[src/rtl/tlb_maint.sv]
// rtl/tlb_maint.sv - TLB maintenance engine (TLBWI/TLBWR/TLBR/TLBP) and CP0 Random
module tlb_maint #(
  parameter int TLB_ENTRIES = 16,
  localparam int IW = $clog2(TLB_ENTRIES)
) (
  input  logic          clk,
  input  logic          rst,
  input  logic          req_valid,
  input  logic [1:0]    req_op,
  output logic          req_ready,
  input  logic [31:0]   entry_hi,
  input  logic [31:0]   entry_lo0,
  input  logic [31:0]   entry_lo1,
  input  logic [IW-1:0] index,
  input  logic [IW-1:0] wired,
  input  logic          wired_we,
  output logic          tlb_we,
  output logic [IW-1:0] tlb_widx,
  output logic [77:0]   tlb_wdata,
  output logic [IW-1:0] tlb_ridx,
  input  logic [77:0]   tlb_rdata,
  output logic          done,
  output logic [31:0]   rd_hi,
  output logic [31:0]   rd_lo0,
  output logic [31:0]   rd_lo1,
  output logic          probe_miss,
  output logic [IW-1:0] probe_idx,
  output logic [IW-1:0] random
);

  localparam logic [IW-1:0] LAST = IW'(TLB_ENTRIES - 1);
  localparam logic [1:0] OP_TLBWI = 2'd0;
  localparam logic [1:0] OP_TLBWR = 2'd1;
  localparam logic [1:0] OP_TLBR  = 2'd2;

  typedef enum logic [2:0] {S_IDLE, S_WRITE, S_READ, S_PROBE, S_DONE} state_t;

  state_t        state, state_nxt;
  logic [18:0]   vpn2_q;
  logic [7:0]    asid_q;
  logic          g_q;
  logic [24:0]   lo0_q, lo1_q;
  logic [IW-1:0] idx_q, scan_q, random_nxt;
  logic          accept, probe_hit, scan_last;
  logic          unused_bits;

  assign unused_bits = ^{entry_hi[12:8], entry_lo0[31:26], entry_lo1[31:26]};

  assign accept    = req_valid && req_ready;
  assign probe_hit = (tlb_rdata[77:59] == vpn2_q) && (tlb_rdata[50] || (tlb_rdata[58:51] == asid_q));
  assign scan_last = (scan_q == LAST);

  always_comb begin
    state_nxt = state;
    case (state)
      S_IDLE: begin
        if (accept) begin
          case (req_op)
            OP_TLBWI, OP_TLBWR: state_nxt = S_WRITE;
            OP_TLBR:            state_nxt = S_READ;
            default:            state_nxt = S_PROBE;
          endcase
        end
      end
      S_WRITE: state_nxt = S_IDLE;
      S_READ:  state_nxt = S_DONE;
      S_PROBE: if (probe_hit || scan_last) state_nxt = S_DONE;
      S_DONE:  state_nxt = S_IDLE;
      default: state_nxt = S_IDLE;
    endcase
  end

  // Strobes are masked by rst so a reset landing on WRITE drops the write.
  always_comb begin
    req_ready = (state == S_IDLE);
    tlb_we    = (state == S_WRITE) && !rst;
    done      = ((state == S_WRITE) || (state == S_DONE)) && !rst;
    tlb_widx  = idx_q;
    tlb_ridx  = (state == S_PROBE) ? scan_q : idx_q;
    tlb_wdata = {vpn2_q, asid_q, g_q, lo0_q, lo1_q};
  end

  always_ff @(posedge clk) begin
    if (rst) begin
      state      <= S_IDLE;
      vpn2_q     <= '0;
      asid_q     <= '0;
      g_q        <= 1'b0;
      lo0_q      <= '0;
      lo1_q      <= '0;
      idx_q      <= '0;
      scan_q     <= '0;
      rd_hi      <= '0;
      rd_lo0     <= '0;
      rd_lo1     <= '0;
      probe_miss <= 1'b0;
      probe_idx  <= '0;
    end else begin
      state <= state_nxt;
      if (accept) begin
        vpn2_q <= entry_hi[31:13];
        asid_q <= entry_hi[7:0];
        g_q    <= entry_lo0[0] & entry_lo1[0];
        lo0_q  <= entry_lo0[25:1];
        lo1_q  <= entry_lo1[25:1];
        idx_q  <= (req_op == OP_TLBWR) ? random : index;
        scan_q <= '0;
      end
      if (state == S_READ) begin
        rd_hi  <= {tlb_rdata[77:59], 5'b0, tlb_rdata[58:51]};
        rd_lo0 <= {6'b0, tlb_rdata[49:25], tlb_rdata[50]};
        rd_lo1 <= {6'b0, tlb_rdata[24:0], tlb_rdata[50]};
      end
      if (state == S_PROBE) begin
        if (probe_hit) begin
          probe_miss <= 1'b0;
          probe_idx  <= scan_q;
        end else if (scan_last) begin
          probe_miss <= 1'b1;
          probe_idx  <= '0;
        end else begin
          scan_q <= scan_q + 1'b1;
        end
      end
    end
  end

  // Random reloads when it reaches Wired or zero; a Wired write forces a reload.
  always_comb begin
    random_nxt = random - 1'b1;
    if (wired_we || (random == wired) || (random == '0)) random_nxt = LAST;
  end

  always_ff @(posedge clk) begin
    if (rst) random <= LAST;
    else     random <= random_nxt;
  end

endmodule

[config.mk]
export PLATFORM = sky130hd
export DESIGN_NAME = tlb_maint
export DESIGN_NICKNAME = d
export VERILOG_FILES = /design/src/rtl/tlb_maint.sv
export SDC_FILE = /design/constraint.sdc
export NUM_CORES = 1
export LEC_CHECK = 0
export BUFFER_PORTS_ARGS = -buffer_cell sky130_fd_sc_hd__buf_2
export CAP_MARGIN = 5
export CORE_AREA = 5 5 147 149
export DETAILED_ROUTE_END_ITERATION = 10
export DIE_AREA = 0 0 152 154
export PLACE_DENSITY_LB_ADDON = 0.3
export SLEW_MARGIN = 25
export SYNTH_ARGS = -nofsm -noshare
export SYNTH_HDL_FRONTEND = slang
export SYNTH_SLANG_ARGS = --single-unit
[constraint.sdc]
create_clock -name clk -period 1.9 [get_ports clk]
set_input_delay 0.19 -clock clk [delete_from_list [all_inputs] [get_ports clk]]
set_output_delay 0.19 -clock clk [all_outputs]
set_load 0.05 [all_outputs]
==> flow_summary.ini, run 1 <==
[run_status]
outcome = completed

[critical_path]
crit_path_top_delay_cell = dfxtp_2
critPathKind = reg2out
worst_ep_required_time_ns = 1.71
cp_cell_sequence = nand2b_4, or2_4, buf_4, nand2_1, nand2_1, buf_4
cp_max_fo = 6
cpPeakStageDelay_ns = 0.35
worstSetupStartpointType = flop
cp.arrival_ns = 1.65
endpoint_kind = primary output
r2r_setup_slack_ns = 0.10

[sta]
hold_ws_ns = 0.0219
finClkSkew_ns = 0.00925
setup_slack_ns = 0.0611
fin_crit_sh_pct = 96.8
tns_ns = 0
hold_viol = 0
min_period_ns = 1.84
slew_viol_final = 0
worstMarginPinSlew_ns = 0.540
setup_viol = 0
rsz0062_at_grt = yes
slew_headroom_pct = 64.0
fmax_mhz = 544

[synthesis]
yosys-top-cells-area = dfxtp_1 52%, nand2_1 19%, a21oi_1 12%, xor2_1 4.0%, buf_4 2.2%
synth-seq-cells = 176
yosysMostFrequentCell = nand2_1
ys_warn_count = 0
synth_area_leader_cell = dfxtp_1
syn_area_um2 = 6830
ys_types = 41
synth_edf_count = 0
ys_seq_area_share_pct = 51.6
syn_inst = 862
synth.top_cell.area_share_pct = 51.6
async_flop_share_pct = 0
ys_top_cells_by_count = 344 x nand2_1, 176 x dfxtp_1, 163 x a21oi_1
syn_area_per_cell_um2 = 7.93
synth-main-ff-cell = dfxtp_1

[grt]
grt_usage_pct = 19.5
grt_pass1_wl_um = 37600
grt_pass1_vias = 7150
met1_usage_pct = 22.8
grt-busiest-layer = met2
grt_max_degree = 69
gr-usage-met3_pct = 7.31
antenna_found_initial = 2
gr-total-overflow = 0
met2_usage_pct = 33.3

[power]
vdd_ir_drop_max_mv = 0.567
p_sw_uw = 3010
clockPowerShare_pct = 37.7
p_leak_uw = 0.00490
power_density_nw_per_um2 = 905
pwr-share-comb_pct = 20.8
power.total_uw = 9610
pwr-share-seq_pct = 41.4
switching_share_pct = 31.3
internal_power_uw = 6600

[floorplanning]
dieArea_um2 = 23400
start_util_pct = 34.1
placementRows = 52
ios = 382
core_area_um2 = 20000
chipHeight_um = 154
die_w_um = 152

[placement]
port_buffers = 347
place_congestion = 0.859
dp_slack_ns = -0.0527
post-dp-hpwl_um = 16500

[detailed_routing]
vias = 7143
routedWlPerCell_um = 15.0
first_pass_iters = 4
final_antenna_net_count = 0
vias_per_cell = 4.54
drcViolationCount = 0
totalWireLength_um = 23700
drt_iter0_markers = 280

[worst_hold_path]
min-delay-path-class = in2reg

[finish]
filler_cell_count = 1935
drive_gt1_share_pct = 35.0
multi_input_area_um2 = 3050
nets = 1481
ff_latch_area_um2 = 3560
area_delta_synth_final_pct = 55.4

[clock_network]
clock_path_buffers = 2
clk_pin_slew_ns = 0.06
root_buffer = clkbuf_16
clock_sinks = 176
clock_latency_ns = 0.42
htreeDepth = 4
cts-buffers-inserted = 17
cts_tree = done

[flow_run]
cap_violations = 0
area by class of cell:
| class | instances | share of cell area (%) |
|---|---|---|
| clock inverter | 13 | 1.65 |
| antenna | 2 | 0.0471 |
| multi-input combinational | 621 | 28.7 |
| inverter | 5 | 0.177 |
| clock buffer | 18 | 4.04 |
| sequential | 176 | 33.5 |
| timing repair buffer | 470 | 28.7 |
| tap | 270 | 3.18 |
stage by stage:
step / util (%) / area (µm²) / std cells
4_1_cts: 52.7 / 10600 / 1571
2_1_floorplan: - / 6940 / 878
3_3_place_gp: 44.7 / 8960 / 1444
3_5_place_dp: 44.7 / 8960 / 1444
5_1_grt: 53.0 / 10600 / 1575
6_report: 53.0 / 10600 / 1575
sequential cells by signal, summed over array words and instances (netlist names):
| name | count |
|---|---|
| probe_miss | 1 |
| g_q | 1 |
| rd_lo0 | 25 |
| random | 4 |
| rd_hi | 27 |
| asid_q | 8 |
| rd_lo1 | 26 |
| lo1_q | 25 |
| vpn2_q | 19 |
| state | 3 |
| probe_idx | 4 |
| lo0_q | 25 |
| tlb_widx | 4 |
| scan_q | 4 |
cells by family (layout without fill, tap and decap cells):
family	after synthesis	count (layout)	share of synthesized area [%]
other	1	19	0.0549
AO/OA/AOI/OAI	179	179	14.2
buffers and inverters	81	506	5.84
AND/OR/NAND/NOR	385	385	22.9
multiplexers	3	3	0.513
XOR/XNOR	35	35	4.49
adder cells (fa/ha/maj)	2	2	0.366
flip-flops	176	176	51.6
layer usage:
| metal | up-vias | wire length (µm) |
|---|---|---|
| met2 | 271 | 11600 |
| li1 | 3616 | - |
| met1 | 3233 | 9790 |
| met5 | - | 0 |
| met4 | 0 | 444 |
| met3 | 23 | 1870 |
worst max-delay path: cells and delay by family (launching register included):
family / cells / cell delay (ns)
AND/OR/NAND/NOR: 4 / 0.53
flip-flops: 1 / 0.35
buffers and inverters: 2 / 0.35
repair_timing:
action                                 4_1_cts  5_1_grt
pin swaps                                    1        7
hold buffers                                95        0
setup endpoints to repair                    5       10
resized for setup                            8       10
buffers inserted                             1        2
endpoints found under the hold margin       95        0
worst paths after layout:
path | from | endpoint | cells past startpoint
worst min register to register | g_q | g_q | 2
worst max-delay path | state[2] | tlb_ridx[3] | 6
worst max register to register | asid_q[1] | scan_q[0] | 7
worst min-delay path | tlb_rdata[45] | rd_lo0[21] | 3
cells in the final DEF, fill, tap and decap left out, types with 9 or more instances in the layout:
| cell | count |
|---|---|
| nor2_1 | 9 |
| clkbuf_16 | 17 |
| nand2_1 | 343 |
| dfxtp_1 | 150 |
| a21oi_1 | 163 |
| dfxtp_2 | 26 |
| conb_1 | 17 |
| buf_2 | 342 |
| buf_4 | 17 |
| buf_12 | 9 |
| xor2_1 | 30 |
| dlygate4sd3_1 | 95 |
power groups by stage:
stage / clock network (µW) / logic [µW] / registers, µW
2_1_floorplan: 0 / 637 / 4680
3_3_place_gp: 0 / 1830 / 4060
3_5_place_dp: 0 / 1840 / 4070
4_1_cts: 3750 / 2000 / 3980
5_1_grt: 3920 / 2150 / 4010
6_report: 3620 / 2000 / 3980
Note: power is estimated with default switching activity, not from simulation.
==> run 2: changes to the inputs <==
--- a/config.mk
+++ b/config.mk
@@ -8,6 +8,7 @@
 export BUFFER_PORTS_ARGS = -buffer_cell sky130_fd_sc_hd__buf_2
 export CAP_MARGIN = 5
 export CORE_AREA = 5 5 147 149
+export CTS_BUF_LIST = sky130_fd_sc_hd__clkbuf_16
 export DETAILED_ROUTE_END_ITERATION = 10
 export DIE_AREA = 0 0 152 154
 export PLACE_DENSITY_LB_ADDON = 0.3
==> run 2 against run 1 <==
  * Clock power about the same
  * Combinational power barely moved
  * Cell area unchanged
  * Sequential power about the same
  * Clock skew barely moved
  * Worst setup slack improved by 0.0015 ns
  * Total power about the same
  * Critical path type unchanged
==> flow_summary.ini, run 2 (synthesis gave the netlist of run 1 again) <==
[clock_network]
clock_latency_ns = 0.42
clk_pin_slew_ns = 0.06
root_buffer = clkbuf_16
clock_sinks = 176
cts_tree = done
cts-buffers-inserted = 17
clock_path_buffers = 2
htreeDepth = 4

[critical_path]
cpPeakStageDelay_ns = 0.35
critPathKind = reg2out
critPathTopFamily = simple AND/OR/NAND/NOR gates
crit_path_top_delay_cell = dfxtp_2
cp_max_fo = 6
endpoint_kind = primary output
worstSetupStartpointType = flop
ff2ff_path_depth = 7
crit-reg2reg-launch = asid_q[1]
cp.arrival_ns = 1.65
worst_ep_required_time_ns = 1.71
cp_cell_sequence = nand2b_4, or2_4, buf_4, nand2_1, nand2_1, buf_4
crit_buf_inv = 2
r2r_end = scan_q[0]
r2r_setup_slack_ns = 0.09

[floorplanning]
start_util_pct = 34.1
ios = 382
dieArea_um2 = 23400
core_area_um2 = 20000
die_w_um = 152
placementRows = 52
chipHeight_um = 154

[grt]
antenna_found_initial = 2
met1_usage_pct = 22.8
grt_pass1_wl_um = 37600
met2_usage_pct = 33.3
grt_pass1_vias = 7150
grt_usage_pct = 19.5
grt-busiest-layer = met2
grt_max_degree = 69
gr-total-overflow = 0
gr-usage-met3_pct = 7.31

[worst_hold_path]
hp-start = tlb_rdata[45]
holdPathStages = 3
min-delay-path-class = in2reg
holdPathEnd = rd_lo0[21]

[detailed_routing]
vias_per_cell = 4.55
totalWireLength_um = 23700
final_antenna_net_count = 0
first_pass_iters = 4
vias = 7161
routedWlPerCell_um = 15.0
drcViolationCount = 0
drt_iter0_markers = 272

[placement]
dp_slack_ns = -0.0527
post-dp-hpwl_um = 16500
placed_cell_area_um2 = 8960
dp.cells = 1444
place_congestion = 0.859
port_buffers = 347

[power]
p_leak_uw = 0.00490
power.total_uw = 9610
switching_share_pct = 31.3
vdd_ir_drop_max_mv = 0.565
power_density_nw_per_um2 = 905
clockPowerShare_pct = 37.7
p_sw_uw = 3010
pwr-share-seq_pct = 41.5
pwr-share-comb_pct = 20.9
internal_power_uw = 6600

[sta]
min_period_ns = 1.84
setup_viol = 0
hold_viol = 0
slew_headroom_pct = 63.8
rsz0062_at_grt = yes
worstMarginPinSlew_ns = 0.543
finClkSkew_ns = 0.00973
fin_crit_sh_pct = 96.7
setup_slack_ns = 0.0627
slew_viol_final = 0
fmax_mhz = 544

[finish]
final_common_cell = nand2_1
finish.utilization_pct = 53.0
design_area_um2 = 10600
multi_input_area_um2 = 3050
layout.cells.non_filler = 1575
area_delta_synth_final_pct = 55.4
ff_latch_area_um2 = 3560
reg_top3 = rd_hi: 27 flops, rd_lo1: 26 flops
nets = 1481
filler_cell_count = 1935
layout_common_cells = 343 x nand2_1, 342 x buf_2, 163 x a21oi_1
largest_register_ffs = 27
largest_register = rd_hi
drive_gt1_share_pct = 35.0

[flow_run]
cap_violations = 0

[run_status]
outcome = completed
run 2: layer usage:
metal  share of wire, %  vias up
met3                7.9       24
met2                 49      268
met5                  0        -
met4                1.9        0
li1                   -     3617
met1                 41     3252
run 2: area by class of cell:
| type | count | share of cell area (%) |
|---|---|---|
| inverters | 5 | 0.177 |
| clock inverters | 14 | 1.68 |
| diodes | 2 | 0.0471 |
| flip-flops and latches | 176 | 33.5 |
| well taps | 270 | 3.18 |
| multi-input cells | 621 | 28.7 |
| clock buffers | 17 | 4.01 |
| repair buffers | 470 | 28.7 |
run 2: power by group through the flow:
| stage | logic, µW | clock network, µW | registers, µW |
|---|---|---|---|
| CTS | 2000 | 3750 | 3980 |
| global route | 2150 | 3910 | 4010 |
| global placement | 1830 | 0 | 4060 |
| floorplan | 637 | 0 | 4680 |
| detailed placement | 1840 | 0 | 4070 |
| finish | 2000 | 3620 | 3980 |
run 2: tightest hold or removal path: stages:
cell	delay [ns]
buf_2	0.10
nand2_1	0.05
a21oi_1	0.05
run 2: worst max path at each step:
stage / startpoint / endpoint / cells after the start
finish: state[2] / tlb_ridx[3] / 6
global route: vpn2_q[12] / scan_q[2] / 8
CTS: state[2] / tlb_ridx[1] / 6
detailed placement: vpn2_q[17] / scan_q[0] / 7
global placement: vpn2_q[17] / scan_q[0] / 7
floorplan: random[0] / random[0] / 4
run 2: through the flow:
stage / hold WS (ns) / TNS, ns
floorplan: 0.319 / 0
global placement: 0.425 / -0.0359
detailed placement: 0.429 / -0.0527
CTS: 0.000104 / 0
global route: 0.00328 / -0.0298
finish: 0.0227 / 0
run 2: repair_timing:
item,4_1_cts,5_1_grt
setup endpoints to repair,5,10
buffers inserted,1,2
resized for setup,8,10
pin swaps,1,7
endpoints found under the hold margin,95,0
hold buffers,95,0
==> run 3: changes to the inputs <==
--- a/config.mk
+++ b/config.mk
@@ -12,6 +12,7 @@
 export DETAILED_ROUTE_END_ITERATION = 10
 export DIE_AREA = 0 0 152 154
 export PLACE_DENSITY_LB_ADDON = 0.3
+export RECOVER_POWER = 25
 export SLEW_MARGIN = 25
 export SYNTH_ARGS = -nofsm -noshare
 export SYNTH_HDL_FRONTEND = slang
==> run 3 against run 2 <==
  * Final cell count is the same
  * Clock power is essentially flat
  * Die area is the same
  * Global-route usage is the same
  * First-iteration DRC count grew 10%
  * Sequential power is essentially flat
  * Hold slack lost 0.0013 ns
  * Register-to-register slack is essentially flat
  * Clock skew is essentially flat
  * Count of clock-buffer cells in the layout is the same
  * Via count is essentially flat
  * Largest cell class unchanged
  * Largest power group unchanged
  * Highest routed layer unchanged
==> flow_summary.ini, run 3 (synthesis gave the netlist of run 1 again) <==
[finish]
nets = 1481
design_area_um2 = 10500
final_common_cell = nand2_1
drive_gt1_share_pct = 28.3
area_delta_synth_final_pct = 53.8
largest_register = rd_hi
layout_common_cells = 343 x nand2_1, 255 x buf_2, 163 x a21oi_1
largest_register_ffs = 27
layout.cells.non_filler = 1575
reg_top3 = rd_hi: 27 flops, rd_lo1: 26 flops

[critical_path]
cp_max_fo = 6
cpPeakStageDelay_ns = 0.35
critPathTopFamily = simple AND/OR/NAND/NOR gates
critPathKind = reg2out
ff2ff_path_depth = 7
cp.depth = 6
crit_buf_inv = 2
crit-reg2reg-launch = asid_q[1]
r2r_setup_slack_ns = 0.10
worstSetupStartpointType = flop
worst_ep_required_time_ns = 1.71
cp.arrival_ns = 1.65
r2r_end = scan_q[0]
endpoint_kind = primary output
cp_cell_sequence = nand2b_4, or2_4, buf_4, nand2_1, nand2_1, buf_4
crit_path_top_delay_cell = dfxtp_2

[detailed_routing]
drt_iter0_markers = 300
routedWlPerCell_um = 15.1
drcViolationCount = 0
vias_per_cell = 4.54
first_pass_iters = 5
vias = 7155
final_antenna_net_count = 0
totalWireLength_um = 23700

[floorplanning]
ios = 382
die_w_um = 152
placementRows = 52
start_util_pct = 34.1
dieArea_um2 = 23400
core_area_um2 = 20000
chipHeight_um = 154

[clock_network]
clock_path_buffers = 2
root_buffer = clkbuf_16
cts-buffers-inserted = 17
clock_latency_ns = 0.42
clk_pin_slew_ns = 0.07
clock_sinks = 176
htreeDepth = 4
cts_tree = done

[grt]
antenna_found_initial = 2
grt_pass1_wl_um = 37600
grt_max_degree = 69
grt_usage_pct = 19.5
gr-total-overflow = 0
grt_pass1_vias = 7150

[worst_hold_path]
holdPathEnd = lo1_q[12]
min-delay-path-class = in2reg
hp-start = entry_lo1[13]
holdPathStages = 3

[power]
internal_power_uw = 6580
switching_share_pct = 31.5
pwr-share-seq_pct = 41.6
clockPowerShare_pct = 37.8
power.total_uw = 9590
p_leak_uw = 0.00454
pwr-share-comb_pct = 20.6
p_sw_uw = 3020
power_density_nw_per_um2 = 913
vdd_ir_drop_max_mv = 0.565

[sta]
finClkSkew_ns = 0.0101
fin_crit_sh_pct = 96.7
fmax_mhz = 544
hold_viol = 0
rsz0062_at_grt = yes
hold_ws_ns = 0.0213
slew_headroom_pct = 54.8
slew_viol_final = 0
worstMarginPinSlew_ns = 0.681
min_period_ns = 1.84
setup_viol = 0

[flow_run]
cap_violations = 0

[placement]
port_buffers = 347
placed_cell_area_um2 = 8960
place_congestion = 0.859
post-dp-hpwl_um = 16500
dp.cells = 1444

[run_status]
outcome = completed
==> run 3: cell count changes in the layout (fill, tap and decap cells not counted) <==
cell,change
buf_2,-87
clkbuf_1,+87
==> run 3: how the worst max path moves through the flow <==
stage | from | endpoint | slack [ns]
global route | vpn2_q[12] | scan_q[2] | -0.03
floorplan | random[0] | random[0] | 0.001
global placement | vpn2_q[17] | scan_q[0] | -0.04
finish | state[2] | tlb_ridx[3] | 0.06
detailed placement | vpn2_q[17] | scan_q[0] | -0.05
CTS | state[2] | tlb_ridx[1] | 0.03
==> run 3: routing by layer <==
metal / track usage (%) / share of wire [%]
met3: 7.31 / 7.9
met5: 0 / 0
met2: 33.3 / 49
met1: 22.8 / 41
met4: 6.21 / 1.9
==> run 3: cell type report <==
type / instances / area (µm²)
fill: 1980 / 9530
sequential: 176 / 3560
multi-input combinational: 621 / 3050
timing repair buffer: 470 / 2940
clock buffer: 17 / 425
tap: 270 / 338
clock inverter: 14 / 179
inverter: 5 / 18.8
antenna: 2 / 5.00
==> run 3: worst register-to-register path, cell delays in order, from the launching register on <==
cell,delay (ns)
dfxtp_2,0.34
xor2_2,0.16
nor4_4,0.34
a21oi_4,0.13
o31ai_4,0.26
buf_6,0.15
mux2_4,0.30
nor2_2,0.07
==> run 3: repair_timing <==
item | 4_1_cts | 5_1_grt
gates resized for setup | 8 | 10
buffers inserted | 1 | 2
pin swaps | 1 | 7
gates cloned | 0 | 0
hold endpoints to repair | 95 | 0
hold buffers | 95 | 0
endpoints found under the setup margin | 5 | 10
==> run 3: power groups by stage <==
stage / sequential (µW) / clock (µW) / combinational, µW
floorplan: 4680 / 0 / 637
global placement: 4060 / 0 / 1830
detailed placement: 4070 / 0 / 1840
CTS: 3980 / 3750 / 2000
global route: 4010 / 3910 / 2120
finish: 3990 / 3630 / 1980
==> run 3: stage by stage <==
step           setup TNS (ns)  util, %  worst slack (ns)
2_1_floorplan               0        -           0.00120
3_3_place_gp          -0.0359     44.7           -0.0359
3_5_place_dp          -0.0527     44.7           -0.0527
4_1_cts                     0     52.7            0.0275
5_1_grt               -0.0298     52.5           -0.0298
6_report                    0     52.5            0.0623
